`src/rtl/i2c_slave_pkg.sv`:
```
// rtl/i2c_slave_pkg.sv - shared state encoding and widths for the I2C slave byte engine
package i2c_slave_pkg;

  localparam int I2C_ADDR_W = 7;
  localparam int I2C_BYTE_W = 8;

  typedef enum logic [2:0] {
    ST_IDLE     = 3'd0,
    ST_ADDR     = 3'd1,
    ST_ADDR_ACK = 3'd2,
    ST_WR_DATA  = 3'd3,
    ST_WR_ACK   = 3'd4,
    ST_RD_DATA  = 3'd5,
    ST_RD_ACK   = 3'd6,
    ST_IGNORE   = 3'd7
  } state_e;

endpackage

```
`src/rtl/i2c_slave_bus_cond.sv`:
```
// rtl/i2c_slave_bus_cond.sv - START/STOP detector: SDA edge while SCL is high
module i2c_slave_bus_cond
  import i2c_slave_pkg::*;
(
  input  logic clk,
  input  logic reset,
  input  logic scl,
  input  logic sda_ne,
  input  logic sda_pe,
  output logic start_c,
  output logic stop_c,
  output logic start_det,
  output logic stop_det
);

  logic start_q;
  logic stop_q;

  // Combinational strobes let the FSM act on the condition in the same cycle.
  assign start_c = scl & sda_ne;
  assign stop_c  = scl & sda_pe;

  always_ff @(posedge clk or negedge reset) begin
    if (!reset) begin
      start_q <= 1'b0;
      stop_q  <= 1'b0;
    end else begin
      start_q <= start_c;
      stop_q  <= stop_c;
    end
  end

  assign start_det = start_q;
  assign stop_det  = stop_q;

endmodule

```
`src/rtl/i2c_slave_byte_engine.sv`:
```
// rtl/i2c_slave_byte_engine.sv - I2C slave bit/byte engine: address match, write receive, read serialise, ACK drive
module i2c_slave_byte_engine
  import i2c_slave_pkg::*;
#(
  parameter logic [I2C_ADDR_W-1:0] SLAVE_ADDR = 7'h27
) (
  input  logic                  clk,
  input  logic                  reset,
  input  logic                  scl,
  input  logic                  scl_ne,
  input  logic                  scl_pe,
  input  logic                  sda,
  input  logic                  sda_ne,
  input  logic                  sda_pe,
  output logic                  sda_pull,
  output logic [I2C_BYTE_W-1:0] rx_data,
  output logic                  rx_valid,
  input  logic [I2C_BYTE_W-1:0] tx_data,
  output logic                  tx_req,
  output logic                  start_det,
  output logic                  stop_det,
  output logic                  addressed,
  output logic                  rw,
  output logic                  nack_rx
);

  state_e                  state_q;
  logic [2:0]              bitcnt_q;
  logic                    done_q;
  logic [I2C_BYTE_W-1:0]   shift_q;
  logic [I2C_BYTE_W-1:0]   txsh_q;
  logic [I2C_BYTE_W-1:0]   rx_data_q;
  logic                    sda_pull_q;
  logic                    addressed_q;
  logic                    rw_q;
  logic                    rx_valid_q;
  logic                    tx_req_q;
  logic                    nack_rx_q;
  logic                    start_c;
  logic                    stop_c;

  i2c_slave_bus_cond u_bus_cond (
    .clk       (clk),
    .reset     (reset),
    .scl       (scl),
    .sda_ne    (sda_ne),
    .sda_pe    (sda_pe),
    .start_c   (start_c),
    .stop_c    (stop_c),
    .start_det (start_det),
    .stop_det  (stop_det)
  );

  always_ff @(posedge clk or negedge reset) begin
    if (!reset) begin
      state_q     <= ST_IDLE;
      bitcnt_q    <= 3'd0;
      done_q      <= 1'b0;
      shift_q     <= '0;
      txsh_q      <= '0;
      rx_data_q   <= '0;
      sda_pull_q  <= 1'b0;
      addressed_q <= 1'b0;
      rw_q        <= 1'b0;
      rx_valid_q  <= 1'b0;
      tx_req_q    <= 1'b0;
      nack_rx_q   <= 1'b0;
    end else begin
      rx_valid_q <= 1'b0;
      tx_req_q   <= 1'b0;
      nack_rx_q  <= 1'b0;
      // tx_data is captured in the cycle the request pulse is visible upstream.
      if (tx_req_q) txsh_q <= tx_data;

      if (start_c) begin
        state_q     <= ST_ADDR;
        bitcnt_q    <= 3'd0;
        done_q      <= 1'b0;
        shift_q     <= '0;
        sda_pull_q  <= 1'b0;
        addressed_q <= 1'b0;
      end else if (stop_c) begin
        state_q     <= ST_IDLE;
        bitcnt_q    <= 3'd0;
        done_q      <= 1'b0;
        sda_pull_q  <= 1'b0;
        addressed_q <= 1'b0;
      end else begin
        case (state_q)
          ST_ADDR: begin
            if (scl_pe) begin
              shift_q  <= {shift_q[6:0], sda};
              bitcnt_q <= bitcnt_q + 3'd1;
              if (bitcnt_q == 3'd7) done_q <= 1'b1;
            end else if (scl_ne && done_q) begin
              done_q   <= 1'b0;
              bitcnt_q <= 3'd0;
              if (shift_q[7:1] == SLAVE_ADDR) begin
                state_q     <= ST_ADDR_ACK;
                sda_pull_q  <= 1'b1;
                addressed_q <= 1'b1;
                rw_q        <= shift_q[0];
                tx_req_q    <= shift_q[0];
              end else begin
                state_q <= ST_IGNORE;
              end
            end
          end
          ST_ADDR_ACK: begin
            if (scl_ne) begin
              bitcnt_q   <= 3'd0;
              state_q    <= rw_q ? ST_RD_DATA : ST_WR_DATA;
              sda_pull_q <= rw_q ? ~txsh_q[7] : 1'b0;
            end
          end
          ST_WR_DATA: begin
            if (scl_pe) begin
              shift_q  <= {shift_q[6:0], sda};
              bitcnt_q <= bitcnt_q + 3'd1;
              if (bitcnt_q == 3'd7) begin
                done_q     <= 1'b1;
                rx_data_q  <= {shift_q[6:0], sda};
                rx_valid_q <= 1'b1;
              end
            end else if (scl_ne && done_q) begin
              done_q     <= 1'b0;
              state_q    <= ST_WR_ACK;
              sda_pull_q <= 1'b1;
            end
          end
          ST_WR_ACK: begin
            if (scl_ne) begin
              sda_pull_q <= 1'b0;
              bitcnt_q   <= 3'd0;
              state_q    <= ST_WR_DATA;
            end
          end
          ST_RD_DATA: begin
            if (scl_ne) begin
              bitcnt_q <= bitcnt_q + 3'd1;
              if (bitcnt_q == 3'd7) begin
                sda_pull_q <= 1'b0;
                done_q     <= 1'b0;
                state_q    <= ST_RD_ACK;
              end else begin
                txsh_q     <= {txsh_q[6:0], 1'b0};
                sda_pull_q <= ~txsh_q[6];
              end
            end
          end
          ST_RD_ACK: begin
            if (scl_pe) begin
              if (!sda) begin
                tx_req_q <= 1'b1;
                done_q   <= 1'b1;
              end else begin
                nack_rx_q <= 1'b1;
                state_q   <= ST_IGNORE;
              end
            end else if (scl_ne && done_q) begin
              done_q     <= 1'b0;
              bitcnt_q   <= 3'd0;
              state_q    <= ST_RD_DATA;
              sda_pull_q <= ~txsh_q[7];
            end
          end
          default: ;
        endcase
      end
    end
  end

  assign sda_pull  = sda_pull_q;
  assign rx_data   = rx_data_q;
  assign rx_valid  = rx_valid_q;
  assign tx_req    = tx_req_q;
  assign addressed = addressed_q;
  assign rw        = rw_q;
  assign nack_rx   = nack_rx_q;

endmodule
```
`config.mk`:
```
export PLATFORM = sky130hd
export DESIGN_NAME = i2c_slave_byte_engine
export DESIGN_NICKNAME = d
export VERILOG_FILES = /design/src/rtl/i2c_slave_pkg.sv /design/src/rtl/i2c_slave_bus_cond.sv /design/src/rtl/i2c_slave_byte_engine.sv
export SDC_FILE = /design/constraint.sdc
export NUM_CORES = 1
export LEC_CHECK = 0
export BUFFER_PORTS_ARGS = -buffer_cell sky130_fd_sc_hd__buf_2
export CORE_AREA = 2 2 67 69
export DETAILED_ROUTE_END_ITERATION = 7
export DIE_AREA = 0 0 69 71
export PLACE_DENSITY = 0.78
export REMOVE_ABC_BUFFERS = 1
export SLEW_MARGIN = 0
export SYNTH_ARGS = -nofsm -noshare
export SYNTH_HDL_FRONTEND = slang
export SYNTH_SLANG_ARGS = --single-unit
```
`constraint.sdc`:
```
create_clock -name clk -period 1.7 [get_ports clk]
set_input_delay 0.17 -clock clk [delete_from_list [all_inputs] [get_ports clk]]
set_output_delay 0.17 -clock clk [all_outputs]
set_load 0.03 [all_outputs]
```
==> flow_summary.toml, run 1 <==
[status]
outcome = "completed"

[hold_path]
hold_path_class = "input pin to register"

[grt]
antenna_found_initial = 0
grtUsageTotal_pct = 21.7
grt_pass1_vias = 1860
grt_pass1_wl_um = 8580
grt_max_degree = 23
overflow = 0

[cells_and_area]
stdcell_area_sq_mm = 0.00277
antenna_cells = 0
final_cell_mix = "buf_4 (39), dfrtp_1 (35), buf_2 (31)"
num-nets-final = 300
syn_to_final_growth_pct = 33.3
final_cells = 335
final_common_cell = "buf_4"
fillers = 329
drive_gt1_share_pct = 39.2

[routing]
drt_iter0_drc = 132
drc_errors = 0
avgViaCountPerCell = 5.51
dr.pass1.iters = 4
num_vias = 1845
antenna_left = 0
drt_wl_total_um = 5080
detail_route.wl_per_cell_um = 15.2

[placement]
place_inst = 320
port_buffers = 31
gp_congestion = 0.926
hpwl_um = 3530
dpl_cell_area_sq_mm = 0.00252
pre_cts_ws_ns = -0.0635

[synthesis]
synth_area_leaders = "dfrtp_1 (47%), mux2i_1 (4.8%), a21oi_1 (4.6%), mux2_2 (4.3%), a22o_1 (3.4%)"
synthCells = 212
synth_top_family_by_area = "compound AO/OA/AOI/OAI gates"
synth_edf_count = 0
async_flop_share_pct = 100
synth.distinct_cells = 47
synth-compound-area-share_pct = 21.4
yosys_warnings = 0
avgSynthCellArea_sq_um = 9.80
ys.flop_type = "dfrtp_1"
ys_seq_elements = 39
yosysSeqAreaShare_pct = 47.0
synth_area_leader_cell = "dfrtp_1"
synth_fa_ha_area_share_pct = 1.20
synth_xor_area_share_pct = 0
synth_area_sq_mm = 0.00208
yosysTopAreaCellShare_pct = 47.0
muxShareOfSynthArea_pct = 9.16
yosys.area_share.simple_pct = 16.4

[clock_tree]
cts_made_buffers = 5
clockBufferDepth = 2
tritoncts = "done"
h-tree-depth = 2
clk_root_buffer_cell = "clkbuf_8"
clk_pin_slew_ns = 0.08
cts.sinks = 39
clock_latency_ns = 0.29

[timing]
period_share_pct = 99.4
rsz0062_at_grt = "yes"
fmax_mhz = 592
worst_slew_pin_slew_ns = 0.462
setup_tns_ns = 0
maxSlewViolCount = 0
finalCriticalPeriod_ns = 1.69
slew_headroom_pct = 69.2
finalHoldViolations = 0
finalWorstSetupSlack_ns = 0.0103
fin_skew_ns = 0.00363
finalSetupViolCount = 0
holdWs_ns = 0.138

[floorplanning]
rows = 24
fp.dieW_um = 69
start_util_pct = 49.4
io_pins = 32
die_area_sq_mm = 0.00490
coreArea_sq_mm = 0.00420
die_h_um = 71

[power_and_ir_drop]
peakVddDrop_mv = 0.783
power_density_mw_per_mm2 = 1540
p_leak_nw = 1.35

[setup_path]
cp.arrival_ns = 1.90
critical_path_required_ns = 1.91
worst-setup-path-type = "register to register"
setup.worst_path.start_class = "register"
worstSetupEndpointType = "register"
crit_fanout = 6

[job]
drv_cap = 0
[cells by family (layout without fill, tap and decap cells)]
| group | count (synthesis) | after routing |
|---|---|---|
| compound gates | 66 | 66 |
| fa+ha+maj | 2 | 2 |
| buf+inv | 22 | 93 |
| simple gates | 65 | 65 |
| flops | 39 | 39 |
| mux | 18 | 18 |
[cell type report]
cell class | count | area, sq um | area share (%)
sequential | 39 | 981 | 35.4
timing repair buffer | 74 | 500 | 18.1
clock inverter | 2 | 60.1 | 2.17
clock buffer | 6 | 72.6 | 2.62
tap | 52 | 65.1 | 2.35
inverter | 11 | 41.3 | 1.49
multi-input combinational | 151 | 1050 | 37.9
[power breakdown]
part | internal [W] | switching, W | total, W
logic | 0.00103 | 0.000974 | 0.00200
registers | 0.00114 | 0.000190 | 0.00133
clock network | 0.000587 | 0.000332 | 0.000918
[through the flow]
stage | total power (W) | utilization, %
2_1_floorplan | 0.00234 | -
3_3_place_gp | 0.00301 | 59.9
3_5_place_dp | 0.00306 | 59.9
4_1_cts | 0.00401 | 63.5
5_1_grt | 0.00457 | 65.9
6_report | 0.00425 | 65.9
[per-layer routing]
metal	up-vias	global-route usage, %	routed length (um)
met5	-	0	0
met4	0	7.63	88
met3	9	5.41	249
met2	52	35.0	2430
met1	877	28.5	2310
li1	907	-	-
[final timing paths]
path                            start     endpoint  slack, ns  cells after the start
setup / recovery           state_q[1]   state_q[2]       0.01                      6
hold / removal             tx_data[0]    txsh_q[0]       0.14                      3
setup reg to reg           state_q[1]   state_q[2]       0.01                      6
hold reg to reg            rx_data[4]   rx_data[4]       0.51                      1
max in group asynchronous       reset       done_q       0.87                      3
min in group asynchronous       reset  bitcnt_q[0]       0.35                      2
[flip-flops by register name, summed over array words and instances (netlist names)]
signal                flops
addressed                 1
bitcnt_q                  3
done_q                    1
nack_rx                   1
rw                        1
rx_data                   8
rx_valid                  1
sda_pull                  1
shift_q                   8
state_q                   3
tx_req                    1
txsh_q                    8
u_bus_cond.start_det      1
u_bus_cond.stop_det       1
[critical path, stage by stage, from the launching register on]
cell,delay [ns]
dfrtp_2,0.46
buf_6,0.15
and3b_4,0.19
and3_4,0.17
a211oi_4,0.25
o211ai_1,0.14
a221oi_2,0.24
[synth_stat cells (all sizes together) (2+ instances only)]
cell,n
nor3,3
a21bo,2
a22o,8
inv,11
and3,2
and2,2
o22ai,2
buf,8
mux2i,10
mux2,8
nor2,17
or2,2
clkbuf,3
o21ai,15
o32ai,2
a21oi,19
nand4,5
a31oi,3
nand2b,6
a211oi,3
ha,2
dfrtp,39
o211ai,2
nand3,5
nand2,16
nor2b,3
[what timing repair did]
action                                  4_1_cts  5_1_grt
endpoints found under the setup margin       11       24
resized for setup                             6       16
pin swaps                                     2        7
hold endpoints to repair                     17        0
buffers inserted                              0        6
hold buffers                                  1        0
Power figures use the tool's default switching activity.
==> run 2: changes to the inputs <==
REMOVE_ABC_BUFFERS = unset   (was 1)
==> run 2 against run 1 <==
- the flow now finishes with violations (negative setup slack)
- flip-flop and latch count did not move
- critical path depth did not move
- core utilization rose by 0.39 points
- power rose by 1.2%
- worst hold slack got worse by 0.014 ns
- design area rose by 0.59%
- clock skew rose by 0.0044 ns
- first-iteration DRC count rose by 39%
- register-to-register slack got worse by 0.03 ns
- die area did not move
==> flow_summary.toml, run 2 (synthesis gave the netlist of run 1 again) <==
[cells_and_area]
antenna_cells = 0
syn_to_final_growth_pct = 34.1
num-nets-final = 299
stdcell_area_sq_mm = 0.00279
final_common_cell = "buf_4"
final_cell_mix = "buf_4 (38), dfrtp_1 (36), buf_2 (31)"
drive_gt1_share_pct = 40.1
postLayoutCoreUtil_pct = 66.3

[power_and_ir_drop]
peakVddDrop_mv = 0.671
power_density_mw_per_mm2 = 1550
total_power_w = 0.00430
p_leak_nw = 1.37

[placement]
pre_cts_ws_ns = -0.0454
gp_congestion = 0.907
hpwl_um = 3750
port_buffers = 31
dpl_cell_area_sq_mm = 0.00252

[routing]
drt_wl_total_um = 5580
num_vias = 1962
detail_route.wl_per_cell_um = 16.7
dr.pass1.iters = 4
drc_errors = 0
drt_iter0_drc = 183
avgViaCountPerCell = 5.87
antenna_left = 0

[floorplanning]
rows = 24
io_pins = 32
die_h_um = 71
fp.dieW_um = 69
die_area_sq_mm = 0.00490
coreArea_sq_mm = 0.00420
start_util_pct = 49.4

[clock_tree]
cts.sinks = 39
cts_made_buffers = 5
clockBufferDepth = 2
h-tree-depth = 2
clock_latency_ns = 0.30
clk_pin_slew_ns = 0.08
clk_root_buffer_cell = "clkbuf_8"
tritoncts = "done"

[setup_path]
reg2reg_depth = 6
critical_path_required_ns = 1.94
setup.worst_path.start_class = "register"
cp.arrival_ns = 1.96
worst-setup-path-type = "register to register"
crit_fanout = 7
worstSetupEndpointType = "register"

[grt]
busiest_layer = "met2"
overflow = 0
grtUsageMet3_pct = 4.70
grt_pass1_vias = 1928
grtUsageMet2_pct = 40.0
grt_pass1_wl_um = 8910
grtUsageTotal_pct = 23.2
grt_max_degree = 25
antenna_found_initial = 0
use_met1_pct = 28.4

[timing]
finalHoldViolations = 0
rsz0062_at_grt = "yes"
finalSetupViolCount = 2
worst_slew_pin_slew_ns = 0.464
fin_skew_ns = 0.00798
maxSlewViolCount = 0
fmax_mhz = 581
finalWorstSetupSlack_ns = -0.0204
period_share_pct = 101
finalCriticalPeriod_ns = 1.72
slew_headroom_pct = 69.0

[status]
outcome = "finished, violations left"
failed_checks = "negative setup slack"

[synthesis]
syn_nets = 230

[hold_path]
holdPathStages = 2
hold_path_class = "input pin to register"

[job]
drv_cap = 0
==> run 2: changes by cell type in the layout (fill, tap and decap cells not counted), moves of 2 or more <==
cell,before,now
or2_4,0,2
o21ai_1,3,1
nand2b_4,0,2
or2_2,2,0
nand2b_1,6,4
==> run 2: worst max-delay path, cell delays in order (launching register included) <==
cell and delay (ns):
dfrtp_2 0.46, buf_4 0.16, o21ai_0 0.07, o22ai_1 0.11, a211o_1 0.27, or4_4 0.52, o21ai_2 0.06
==> run 2: final timing paths <==
check | slack (ns) | to | startpoint
hold / removal | 0.12 | tx_req | sda
min in group asynchronous | 0.32 | bitcnt_q[0] | reset
max in group asynchronous | 0.92 | state_q[1] | reset
hold reg to reg | 0.50 | rx_data[6] | rx_data[6]
setup / recovery | -0.02 | sda_pull | state_q[0]
setup reg to reg | -0.02 | sda_pull | state_q[0]
==> run 2: report_power, final <==
group | internal, W | switching [W]
Combinational | 0.00110 | 0.00107
Clock | 0.000437 | 0.000350
Sequential | 0.00114 | 0.000204
==> run 2: metal layers <==
metal  vias up  part of all wire [%]
met2        95                    51
met5         -                     0
li1        908                     -
met3        21                   5.8
met4         0                   2.9
met1       938                    41
==> run 2: area by class of cell <==
| type | instances | area, sq um |
|---|---|---|
| fill | 341 | 1420 |
| multi-input combinational | 151 | 1080 |
| sequential | 39 | 980 |
| timing repair buffer | 73 | 502 |
| clock buffer | 5 | 68.8 |
| tap | 52 | 65.1 |
| clock inverter | 3 | 43.8 |
| inverter | 11 | 41.3 |
==> run 2: repair_timing <==
item | 4_1_cts | 5_1_grt
pin swaps | 1 | 6
hold endpoints to repair | 15 | 0
setup buffers | 4 | 4
resized for setup | 7 | 15
endpoints found under the setup margin | 13 | 32
hold buffers | 1 | 0
==> run 2: through the flow <==
step                      hold WS, ns  instances  TNS [ns]
after detailed placement        0.122        317    -0.138
after global routing            0.147        334    -0.514
after CTS                       0.118        330         0
after floorplan                -0.126        212         0
after global placement          0.124        317   -0.0238
final                           0.123        334   -0.0238
==> run 3: changes to the inputs <==
CORE_AREA = 2 2 62 64   (was 2 2 67 69)
CTS_CLUSTER_SIZE = 20   (was unset)
DIE_AREA = 0 0 64 66   (was 0 0 69 71)
PLACE_DENSITY = 0.86   (was 0.78)
clock period = 2 ns   (was 1.7 ns; I/O delays follow)
==> run 3 against run 2 <==
- the flow now finishes without violations
- cell count is 9.9% lower
- critical path depth is 1 lower
- worst setup slack better by 0.18 ns
- power is 29% lower
- die area is 14% lower
- via count is 8.5% lower
- critical endpoint unchanged
==> flow_summary.toml, run 3 (synthesis gave the netlist of run 1 again) <==
[status]
outcome = "completed"

[timing]
finalHoldViolations = 0
fin_skew_ns = 0.0120
period_share_pct = 92.2
fmax_mhz = 542
finalSetupViolCount = 0
worst_slew_pin_slew_ns = 0.851
finalCriticalPeriod_ns = 1.84
maxSlewViolCount = 0
setup_tns_ns = 0
slew_headroom_pct = 43.3
rsz0062_at_grt = "no"

[setup_path]
crit_cells = 5
reg2reg_depth = 5
crit_chain = "or2_2, o22ai_1, a211o_1, or4_1, o21ai_1"
crit_fanout = 12
setup.worst_path.start_class = "register"
crit_family = "simple AND/OR/NAND/NOR gates"
cp_slowest_stage_delay_ns = 0.58
rr_startpoint = "state_q[2]"
crit_slowest_cell = "dfrtp_1"
critical_path.startpoint = "state_q[2]"
crit_buf_inv = 0
worstSetupEndpointType = "register"
cp.arrival_ns = 2.13
worst-setup-path-type = "register to register"
critical_path_required_ns = 2.29

[cells_and_area]
antenna_cells = 0
final_common_cell = "dfrtp_1"
final_cell_mix = "dfrtp_1 (37), buf_2 (31), a21oi_1 (19)"
syn_to_final_growth_pct = 17.3
fillers = 275
stdcell_area_sq_mm = 0.00244
num-nets-final = 270
postLayoutCoreUtil_pct = 68.6
drive_gt1_share_pct = 27.7

[power_and_ir_drop]
intPower_w = 0.00191
clkPwrFrac_pct = 21.3
sequentialPowerShare_pct = 38.3
power_density_mw_per_mm2 = 1250
peakVddDrop_mv = 0.744
p_leak_nw = 1.18
comb_power_share_pct = 40.4
total_power_w = 0.00305
power.net_switching_w = 0.00113
swShare_pct = 37.2

[floorplanning]
rows = 22
fp.dieW_um = 64
coreArea_sq_mm = 0.00355
die_area_sq_mm = 0.00422
io_pins = 32
die_h_um = 66
start_util_pct = 58.5

[routing]
dr.pass1.iters = 4
drt_iter0_drc = 108
num_vias = 1795
drt_wl_total_um = 4460
avgViaCountPerCell = 5.96
drc_errors = 0
antenna_left = 0
detail_route.wl_per_cell_um = 14.8

[synthesis]
syn_nets = 230

[grt]
antenna_found_initial = 0
grt_pass1_vias = 1686
overflow = 0
grt_max_degree = 40
grt_pass1_wl_um = 7630
grtUsageTotal_pct = 23.4

[hold_path]
hold_path_class = "input pin to register"
min-delay-start = "sda"
holdPathStages = 2

[clock_tree]
clockBufferDepth = 2
clk_root_buffer_cell = "clkbuf_4"
cts_made_buffers = 5
clk_pin_slew_ns = 0.12
cts_setup_buffers = 0
cts.sinks = 39
tritoncts = "done"
h-tree-depth = 2
clock_latency_ns = 0.35

[placement]
port_buffers = 31
gp_congestion = 0.912
hpwl_um = 3160
dpl_cell_area_sq_mm = 0.00232

[job]
drv_cap = 0
[run 3: cell count changes in the layout (fill, tap and decap cells not counted), sizes merged]
| cell | change |
|---|---|
| buf | -29 |
| bufinv | +1 |
| clkinv | -2 |
| clkbuf | +1 |
[run 3: stage by stage]
stage          hold slack, ns  setup WS [ns]  instances
2_1_floorplan         -0.0956          0.228        212
3_3_place_gp            0.344          0.220        292
3_5_place_dp            0.358          0.160        292
4_1_cts                0.0844          0.115        301
5_1_grt                0.0955         0.0183        301
6_report               0.0902          0.155        301
[run 3: layout make-up]
class / count / area, sq um / share of cell area, %
Sequential cell: 39 / 978 / 40.2
Clock buffer: 6 / 41.3 / 1.69
Timing Repair Buffer: 44 / 255 / 10.5
Multi-Input combinational cell: 151 / 1000 / 41.0
Tap cell: 48 / 60.1 / 2.47
Clock inverter: 2 / 60.1 / 2.47
Inverter: 11 / 41.3 / 1.69
[run 3: worst paths after layout]
kind | to | slack (ns)
min | tx_req | 0.09
min in group asynchronous | bitcnt_q[0] | 0.48
min reg2reg | rx_data[7] | 0.51
max | sda_pull | 0.16
max reg2reg | sda_pull | 0.16
max in group asynchronous | state_q[1] | 0.92
[run 3: power groups by stage]
| stage | Clock (W) | Combinational [W] | Sequential [W] |
|---|---|---|---|
| floorplan | 0 | 0.000945 | 0.00110 |
| global placement | 0 | 0.00117 | 0.00116 |
| detailed placement | 0 | 0.00120 | 0.00117 |
| CTS | 0.000659 | 0.00122 | 0.00115 |
| global route | 0.000689 | 0.00139 | 0.00119 |
| finish | 0.000648 | 0.00123 | 0.00117 |
[run 3: repair_timing]
| action | 4_1_cts | 5_1_grt |
|---|---|---|
| hold buffers | 1 | 0 |
| endpoints found under the setup margin | 0 | 3 |
| resized for setup | 0 | 2 |
| endpoints found under the hold margin | 39 | 0 |
[run 3: layer usage]
layer | track usage, % | routed length, um | up-vias
li1 | - | - | 851
met1 | 31.0 | 1910 | 849
met2 | 37.2 | 2100 | 89
met3 | 5.79 | 388 | 6
met4 | 8.97 | 53 | 0
met5 | 0 | 0 | -
[run 3: worst reg2reg max path: cells and delay by family, from the launching register on]
| kind | cells | cell delay (ns) |
|---|---|---|
| AOI/OAI and AO/OA | 3 | 0.48 |
| and+or+nand+nor | 2 | 0.73 |
| DFF | 1 | 0.58 |
